===== config.mk =====
export PLATFORM = sky130hd
export DESIGN_NAME = mem_bus_arbiter_flat
export DESIGN_NICKNAME = d
export VERILOG_FILES = /design/src/rtl/mem_bus_arbiter_pkg.sv /design/src/rtl/mem_bus_arbiter_if.sv /design/src/rtl/mem_bus_arbiter.sv /design/src/flat_wrapper.sv
export SDC_FILE = /design/constraint.sdc
export NUM_CORES = 1
export LEC_CHECK = 0
export BUFFER_PORTS_ARGS = -buffer_cell sky130_fd_sc_hd__buf_2
export CORE_ASPECT_RATIO = 1.1
export CORE_UTILIZATION = 25
export DETAILED_ROUTE_END_ITERATION = 16
export SLEW_MARGIN = 30
export SYNTH_ARGS = -nofsm -noshare
export SYNTH_HDL_FRONTEND = slang
export SYNTH_SLANG_ARGS = --single-unit

===== constraint.sdc =====
create_clock -name clk -period 15.6 [get_ports clk]
set_clock_uncertainty 0.05 [all_clocks]
set_input_delay 1.56 -clock clk [delete_from_list [all_inputs] [get_ports clk]]
set_output_delay 1.56 -clock clk [all_outputs]
set_load 0.05 [all_outputs]

===== src/rtl/mem_bus_arbiter_pkg.sv =====
// Shared definitions for the instruction/data bus arbiter.
//  - state_t : sequencer states (IDLE, ADDR, DATA)
//  - owner_t : which pipeline port owns the transaction in flight
//  - SEL_W   : byte-lane select width on every port
package mem_bus_arbiter_pkg;

  localparam int SEL_W = 4;
  localparam logic [SEL_W-1:0] SEL_ALL = '1;

  typedef enum logic [1:0] {
    ST_IDLE = 2'd0,
    ST_ADDR = 2'd1,
    ST_DATA = 2'd2
  } state_t;

  typedef enum logic {
    OWN_INST = 1'b0,
    OWN_DATA = 1'b1
  } owner_t;

endpackage


===== src/rtl/mem_bus_arbiter_if.sv =====
// SRAM-style handshake bus between the arbiter (master) and the SoC bus bridge (slave).
//  req/we/sel/addr/wdata : address phase, driven by the master, stable while req
//  addr_ok               : address accepted this cycle
//  data_ok/rdata         : read data or write response this cycle
interface mem_bus_arbiter_if
  import mem_bus_arbiter_pkg::*;
#(
  parameter int ADDR_W = 32,
  parameter int DATA_W = 32
) ();

  logic              req;
  logic              we;
  logic [SEL_W-1:0]  sel;
  logic [ADDR_W-1:0] addr;
  logic [DATA_W-1:0] wdata;
  logic              addr_ok;
  logic              data_ok;
  logic [DATA_W-1:0] rdata;

  modport master (
    output req, we, sel, addr, wdata,
    input  addr_ok, data_ok, rdata
  );

  modport slave (
    input  req, we, sel, addr, wdata,
    output addr_ok, data_ok, rdata
  );

endinterface


===== src/rtl/mem_bus_arbiter.sv =====
// Shares one handshake bus between the fetch port (inst_*) and the mem-stage port (data_*).
// One transaction in flight at a time; data has fixed priority. Read data is passed through
// from the bus, acks are single-cycle, and stall requests go back to pipeline control.
//  clk, rst      : rising-edge clock, synchronous active-high reset
//  inst_*        : fetch request/address in, ack/rdata/stall out
//  data_*        : load/store request/we/sel/addr/wdata in, ack/rdata/stall out
//  flush_i       : kills the fetch transaction (its ack is suppressed); never affects data
//  bus           : master side of the shared bus
module mem_bus_arbiter
  import mem_bus_arbiter_pkg::*;
#(
  parameter int ADDR_W = 32,
  parameter int DATA_W = 32
) (
  input  logic              clk,
  input  logic              rst,
  input  logic              inst_req_i,
  input  logic [ADDR_W-1:0] inst_addr_i,
  output logic              inst_ack_o,
  output logic [DATA_W-1:0] inst_rdata_o,
  output logic              inst_stall_o,
  input  logic              data_ce_i,
  input  logic              data_we_i,
  input  logic [SEL_W-1:0]  data_sel_i,
  input  logic [ADDR_W-1:0] data_addr_i,
  input  logic [DATA_W-1:0] data_wdata_i,
  output logic              data_ack_o,
  output logic [DATA_W-1:0] data_rdata_o,
  output logic              data_stall_o,
  input  logic              flush_i,
  mem_bus_arbiter_if.master bus
);

  state_t state, state_nxt;
  owner_t owner, owner_nxt;
  logic   drop, drop_nxt;
  logic   grant;

  logic              lat_we;
  logic [SEL_W-1:0]  lat_sel;
  logic [ADDR_W-1:0] lat_addr;
  logic [DATA_W-1:0] lat_wdata;

  // NOTE: sequential state uses non-blocking assignments so every register samples
  // the pre-edge values, independent of block ordering.
  always_ff @(posedge clk) begin
    if (rst) begin
      state <= ST_IDLE;
      owner <= OWN_INST;
      drop  <= 1'b0;
    end else begin
      state <= state_nxt;
      owner <= owner_nxt;
      drop  <= drop_nxt;
    end
  end

  // NOTE: the request latch has no reset; the bus fields are gated by the ADDR state,
  // so its contents are never visible until a grant has loaded it.
  always_ff @(posedge clk) begin
    if (grant) begin
      if (owner_nxt == OWN_DATA) begin
        lat_we    <= data_we_i;
        lat_sel   <= data_sel_i;
        lat_addr  <= data_addr_i;
        lat_wdata <= data_wdata_i;
      end else begin
        lat_we    <= 1'b0;
        lat_sel   <= SEL_ALL;
        lat_addr  <= inst_addr_i;
        lat_wdata <= '0;
      end
    end
  end

  // NOTE: every signal written here gets a default first, so no path leaves one
  // unassigned and no latch is inferred.
  always_comb begin
    state_nxt = state;
    owner_nxt = owner;
    drop_nxt  = drop;
    grant     = 1'b0;
    case (state)
      ST_IDLE: begin
        drop_nxt = 1'b0;
        if (data_ce_i) begin
          grant     = 1'b1;
          owner_nxt = OWN_DATA;
          state_nxt = ST_ADDR;
        end else if (inst_req_i && !flush_i) begin
          grant     = 1'b1;
          owner_nxt = OWN_INST;
          state_nxt = ST_ADDR;
        end
      end
      ST_ADDR: begin
        // A flushed fetch still runs to completion on the bus; only its ack is hidden.
        if (flush_i && owner == OWN_INST) drop_nxt = 1'b1;
        if (bus.addr_ok) state_nxt = ST_DATA;
      end
      ST_DATA: begin
        if (flush_i && owner == OWN_INST) drop_nxt = 1'b1;
        if (bus.data_ok) begin
          state_nxt = ST_IDLE;
          drop_nxt  = 1'b0;
        end
      end
      default: state_nxt = ST_IDLE;
    endcase
  end

  logic in_addr;
  logic done;

  assign in_addr = (state == ST_ADDR);
  assign done    = (state == ST_DATA) && bus.data_ok && !drop;

  assign bus.req   = in_addr;
  assign bus.we    = in_addr && lat_we;
  assign bus.sel   = in_addr ? lat_sel   : '0;
  assign bus.addr  = in_addr ? lat_addr  : '0;
  assign bus.wdata = in_addr ? lat_wdata : '0;

  assign inst_ack_o   = done && (owner == OWN_INST);
  assign data_ack_o   = done && (owner == OWN_DATA);
  assign inst_rdata_o = bus.rdata;
  assign data_rdata_o = bus.rdata;
  assign inst_stall_o = inst_req_i && !inst_ack_o;
  assign data_stall_o = data_ce_i && !data_ack_o;

endmodule


===== src/flat_wrapper.sv =====
// flat-port wrapper written by rule: the top's interface ports become plain ports
module mem_bus_arbiter_flat import mem_bus_arbiter_pkg::*;
#(
  parameter int ADDR_W = 32,
  parameter int DATA_W = 32
)
  (clk, rst, inst_req_i, inst_addr_i, inst_ack_o, inst_rdata_o, inst_stall_o, data_ce_i, data_we_i, data_sel_i, data_addr_i, data_wdata_i, data_ack_o, data_rdata_o, data_stall_o, flush_i, bus_req, bus_we, bus_sel, bus_addr, bus_wdata, bus_addr_ok, bus_data_ok, bus_rdata);
  mem_bus_arbiter_if #(.ADDR_W(ADDR_W), .DATA_W(DATA_W)) bus_i ();
  input  logic clk;
  input  logic rst;
  input  logic inst_req_i;
  input  logic [ADDR_W-1:0] inst_addr_i;
  output logic inst_ack_o;
  output logic [DATA_W-1:0] inst_rdata_o;
  output logic inst_stall_o;
  input  logic data_ce_i;
  input  logic data_we_i;
  input  logic [SEL_W-1:0] data_sel_i;
  input  logic [ADDR_W-1:0] data_addr_i;
  input  logic [DATA_W-1:0] data_wdata_i;
  output logic data_ack_o;
  output logic [DATA_W-1:0] data_rdata_o;
  output logic data_stall_o;
  input  logic flush_i;
  output wire logic [$bits(bus_i.req)-1:0] bus_req;
  output wire logic [$bits(bus_i.we)-1:0] bus_we;
  output wire logic [$bits(bus_i.sel)-1:0] bus_sel;
  output wire logic [$bits(bus_i.addr)-1:0] bus_addr;
  output wire logic [$bits(bus_i.wdata)-1:0] bus_wdata;
  input wire logic [$bits(bus_i.addr_ok)-1:0] bus_addr_ok;
  input wire logic [$bits(bus_i.data_ok)-1:0] bus_data_ok;
  input wire logic [$bits(bus_i.rdata)-1:0] bus_rdata;
  assign bus_req = bus_i.req;
  assign bus_we = bus_i.we;
  assign bus_sel = bus_i.sel;
  assign bus_addr = bus_i.addr;
  assign bus_wdata = bus_i.wdata;
  assign bus_i.addr_ok = bus_addr_ok;
  assign bus_i.data_ok = bus_data_ok;
  assign bus_i.rdata = bus_rdata;
  mem_bus_arbiter #(.ADDR_W(ADDR_W), .DATA_W(DATA_W)) u_core (.clk(clk), .rst(rst), .inst_req_i(inst_req_i), .inst_addr_i(inst_addr_i), .inst_ack_o(inst_ack_o), .inst_rdata_o(inst_rdata_o), .inst_stall_o(inst_stall_o), .data_ce_i(data_ce_i), .data_we_i(data_we_i), .data_sel_i(data_sel_i), .data_addr_i(data_addr_i), .data_wdata_i(data_wdata_i), .data_ack_o(data_ack_o), .data_rdata_o(data_rdata_o), .data_stall_o(data_stall_o), .flush_i(flush_i), .bus(bus_i));
endmodule

==> impl_metrics.csv <==
group,metric,value,unit
logic_synthesis,synth.yosys.seq_area_share,54.0,%
clock_tree,htreeDepth,3,
clock_tree,cts_resized,0,
critical_path,max_stage_delay,340,ps
die,io-pin-count,278,
die,core_area,0.0156,mm²
clock_tree,hold_buffers,0,
clock_tree,cts_tree,"built",
die,chipHeight,134,µm
global_route,pin_count_of_the_biggest_net_entering_global_routing,74,
routing,drtIter0Drc,87,
power,ir_drop,0.0782,mV
die,initial_core_util,25.5,%
cells_and_area,flow.area_growth_from_synthesis,23.4,%
worst_hold_path,hold_path.startpoint,"u_core.state[0]",
global_route,overall_overflow_remaining_after_global_route,0,
critical_path,timing.setup.critical_path_class,"in -> out",
sta,total_neg_setup_slack,0,ps
placement,globalplace.congestion,0.740,
global_route,groute.usage.overall,11.8,%
global_route,grt_pass1_wl,14.3,mm
critical_path,worstPathRequired,13990,ps
logic_synthesis,synth_area,0.00399,mm²
sta,rsz0062_at_grt,"no",
logic_synthesis,synth.yosys.warnings,0,
logic_synthesis,mean_syn_cell_area,12.3,µm²
logic_synthesis,synth_fa_ha_area_share,1.57,%
sta,holdWs,505,ps
logic_synthesis,synth_simple_gate_area_share,18.6,%
die,floorplan.rows,48,
logic_synthesis,flip_flop_and_latch_count_after_synthesis,73,
critical_path,worstRegToRegCells,5,
logic_synthesis,synth-compound-area-share,1.73,%
die,fp.dieArea,0.0164,mm²
sta,fmaxAchievable,252,MHz
logic_synthesis,synth_mux_area_share,9.29,%
routing,drc,0,
die,horizontal_extent_of_the_die,122,µm
logic_synthesis,post_synth_num_cell_types,25,
critical_path,category_of_the_worst_setup_path_launch_point,"input pin",
critical_path,worst_path_most_repeated_cell,"buf_2",
routing,detail_route.vias_per_cell,4.16,
routing,route.final.wire_length,9.73,mm
power,static-leakage-power,2.18,nW
sta,max_slew.worst_pin.slew,918,ps
sta,slew_headroom,38.8,%
clock_tree,worst_setup_hold_path_clk_slew,60,ps
worst_hold_path,holdCritPathClass,"reg -> reg",
sta,final_hold_viol_count,0,
sta,post-route-min-period,3980,ps
logic_synthesis,synth_fp_nets,469,
routing,antenna_violating_nets_post_route,0,
worst_hold_path,hold_path_depth,2,
power,cell_pwr_density,197,mW/mm²
clock_tree,cts-root-to-sink-buffers,2,
critical_path,cp_data_arrival_time,2370,ps
routing,drt-pass1-iter-count,4,
routing,routed_wire_length_per_instance,15.1,µm
critical_path,path_cells,"buf_2 > nand2_1 > nor3b_1 > buf_2",
status,outcome,"completed",
clock_tree,cts.sinks,73,
sta,share_of_the_clock_period_used_by_the_worst_path_after_layout,25.5,%
clock_tree,cts_inserted_buffers,9,
critical_path,cp_endpoint_kind,"primary output",
routing,detailed_route_via_count,2683,
cells_and_area,final_layout_size_suffix_gt1_share,53.7,%
critical_path,setup.worst_path.start,"bus_data_ok",
placement,numPortBuffers,181,
placement,dp_hpwl,7.20,mm
critical_path,regToRegStartpoint,"u_core.state[0]",
critical_path,crit_path_top_delay_cell,"buf_2",
cells_and_area,diodes,0,
clock_tree,post_cts_buffers,0,
global_route,first_global_vias,2647,
sta,timing_max_transition_violations_final,0,
logic_synthesis,synth_top_family_by_area,"simple AND/OR/NAND/NOR gates",
logic_synthesis,post_synth_xor_area_fraction,0,%
sta,timing.final.setup_violations,0,
clock_tree,worst_skew_late_latency,340,ps
cells_and_area,finalNetCount,585,
run,cap_violations,0,
global_route,antenna_violations_before_repair,0,
critical_path,timing.critical_path.fanout_max,2,
logic_synthesis,post_synth_inst_count,324,
clock_tree,cts-root-buf,"clkbuf_16",
-- cell families after synthesis --
family,after synthesis
muxes,33
adders and majority gates,5
AOI/OAI and AO/OA,9
buffers and inverters,84
DFF,73
and+or+nand+nor,120
-- per-layer routing --
| layer | global-route usage, % | part of all wire, % | vias to the layer above | routed length [µm] |
|---|---|---|---|---|
| met1 | 12.1 | 36 | 1207 | 3530 |
| li1 | - | - | 1253 | - |
| met2 | 19.6 | 48 | 180 | 4650 |
| met4 | 7.93 | 5.0 | 0 | 489 |
| met3 | 4.89 | 11 | 43 | 1060 |
| met5 | 0 | 0 | - | 0 |
-- synthesized netlist by cell type, drive strengths merged --
cell type  instances  share of area [%]
nor3               1               0.13
nor3b              1               0.19
nand2              1              0.094
a22oi              1               0.31
dfxtp              4                2.0
a21oi              1               0.13
and2              69                 11
a21boi             1               0.19
a211oi             4               0.75
clkbuf             8               0.75
inv                5               0.47
nor2               3               0.28
or2                4               0.63
o21ai              1               0.13
nand2b             3               0.47
edfxtp            69                 52
a211o              1               0.22
ha                 5                1.6
mux2              32                9.0
mux2i              1               0.25
nand3b             1               0.19
buf               71                 14
nor2b             37                5.8
-- cell type report --
type,instances,area [µm²]
Clock buffer,9,225
Multi-Input combinational cell,167,1270
Fill cell,1620,10700
Clock inverter,7,76.3
Inverter,5,18.8
Tap cell,200,250
Sequential cell,73,2150
Timing Repair Buffer,184,928
-- worst paths after layout --
check,to,slack (ps)
max,data_ack_o,11620
min,u_core.state[0],510
max reg2reg,u_core.lat_addr[23],13450
min reg2reg,u_core.state[0],510
-- metrics by stage --
| step | total power (W) | instance area, µm² | cells | util (%) | worst slack (ps) |
|---|---|---|---|---|---|
| after floorplan | 0.000716 | 3990 | 324 | - | 8170 |
| after global placement | 0.000757 | 4610 | 629 | 29.5 | 11760 |
| after detailed placement | 0.000770 | 4620 | 629 | 29.6 | 11660 |
| after CTS | 0.000987 | 4920 | 645 | 31.5 | 11650 |
| after global routing | 0.00102 | 4920 | 645 | 31.5 | 11560 |
| final | 0.000969 | 4920 | 645 | 31.5 | 11620 |
-- sequential cells by signal (all words and copies together), names as in the netlist --
signal,count
u_core.lat_wdata,32
u_core.state,2
u_core.lat_we,1
u_core.owner,1
u_core.lat_sel,4
u_core.lat_addr,32
u_core.drop,1
-- cells in the final DEF (no fill, tap or decap), types with 3 or more instances in the layout --
cell type  netlist  routed
dfxtp_1          4       4
nand2b_1         3       3
nor2_1           3       3
inv_6            0       3
mux2_2          32      32
nor2b_1         37      37
buf_2            3     181
edfxtp_1        69      69
or2_2            4       4
clkbuf_16        0       9
buf_4           64       3
and2_1          69      69
ha_1             5       4
inv_1            5       5
a211oi_1         4       4
-- report_power, final --
part / internal [W] / switching [W] / total, W
logic: 0.000119 / 0.000320 / 0.000439
clock network: 0.000125 / 0.0000864 / 0.000212
registers: 0.000302 / 0.0000162 / 0.000318
-- critical path, delay by kind of cell --
kind                   cells  cell delay [ps]
buffers and inverters      2              430
AND/OR/NAND/NOR            2              370
(Power assumes the default switching activity.)
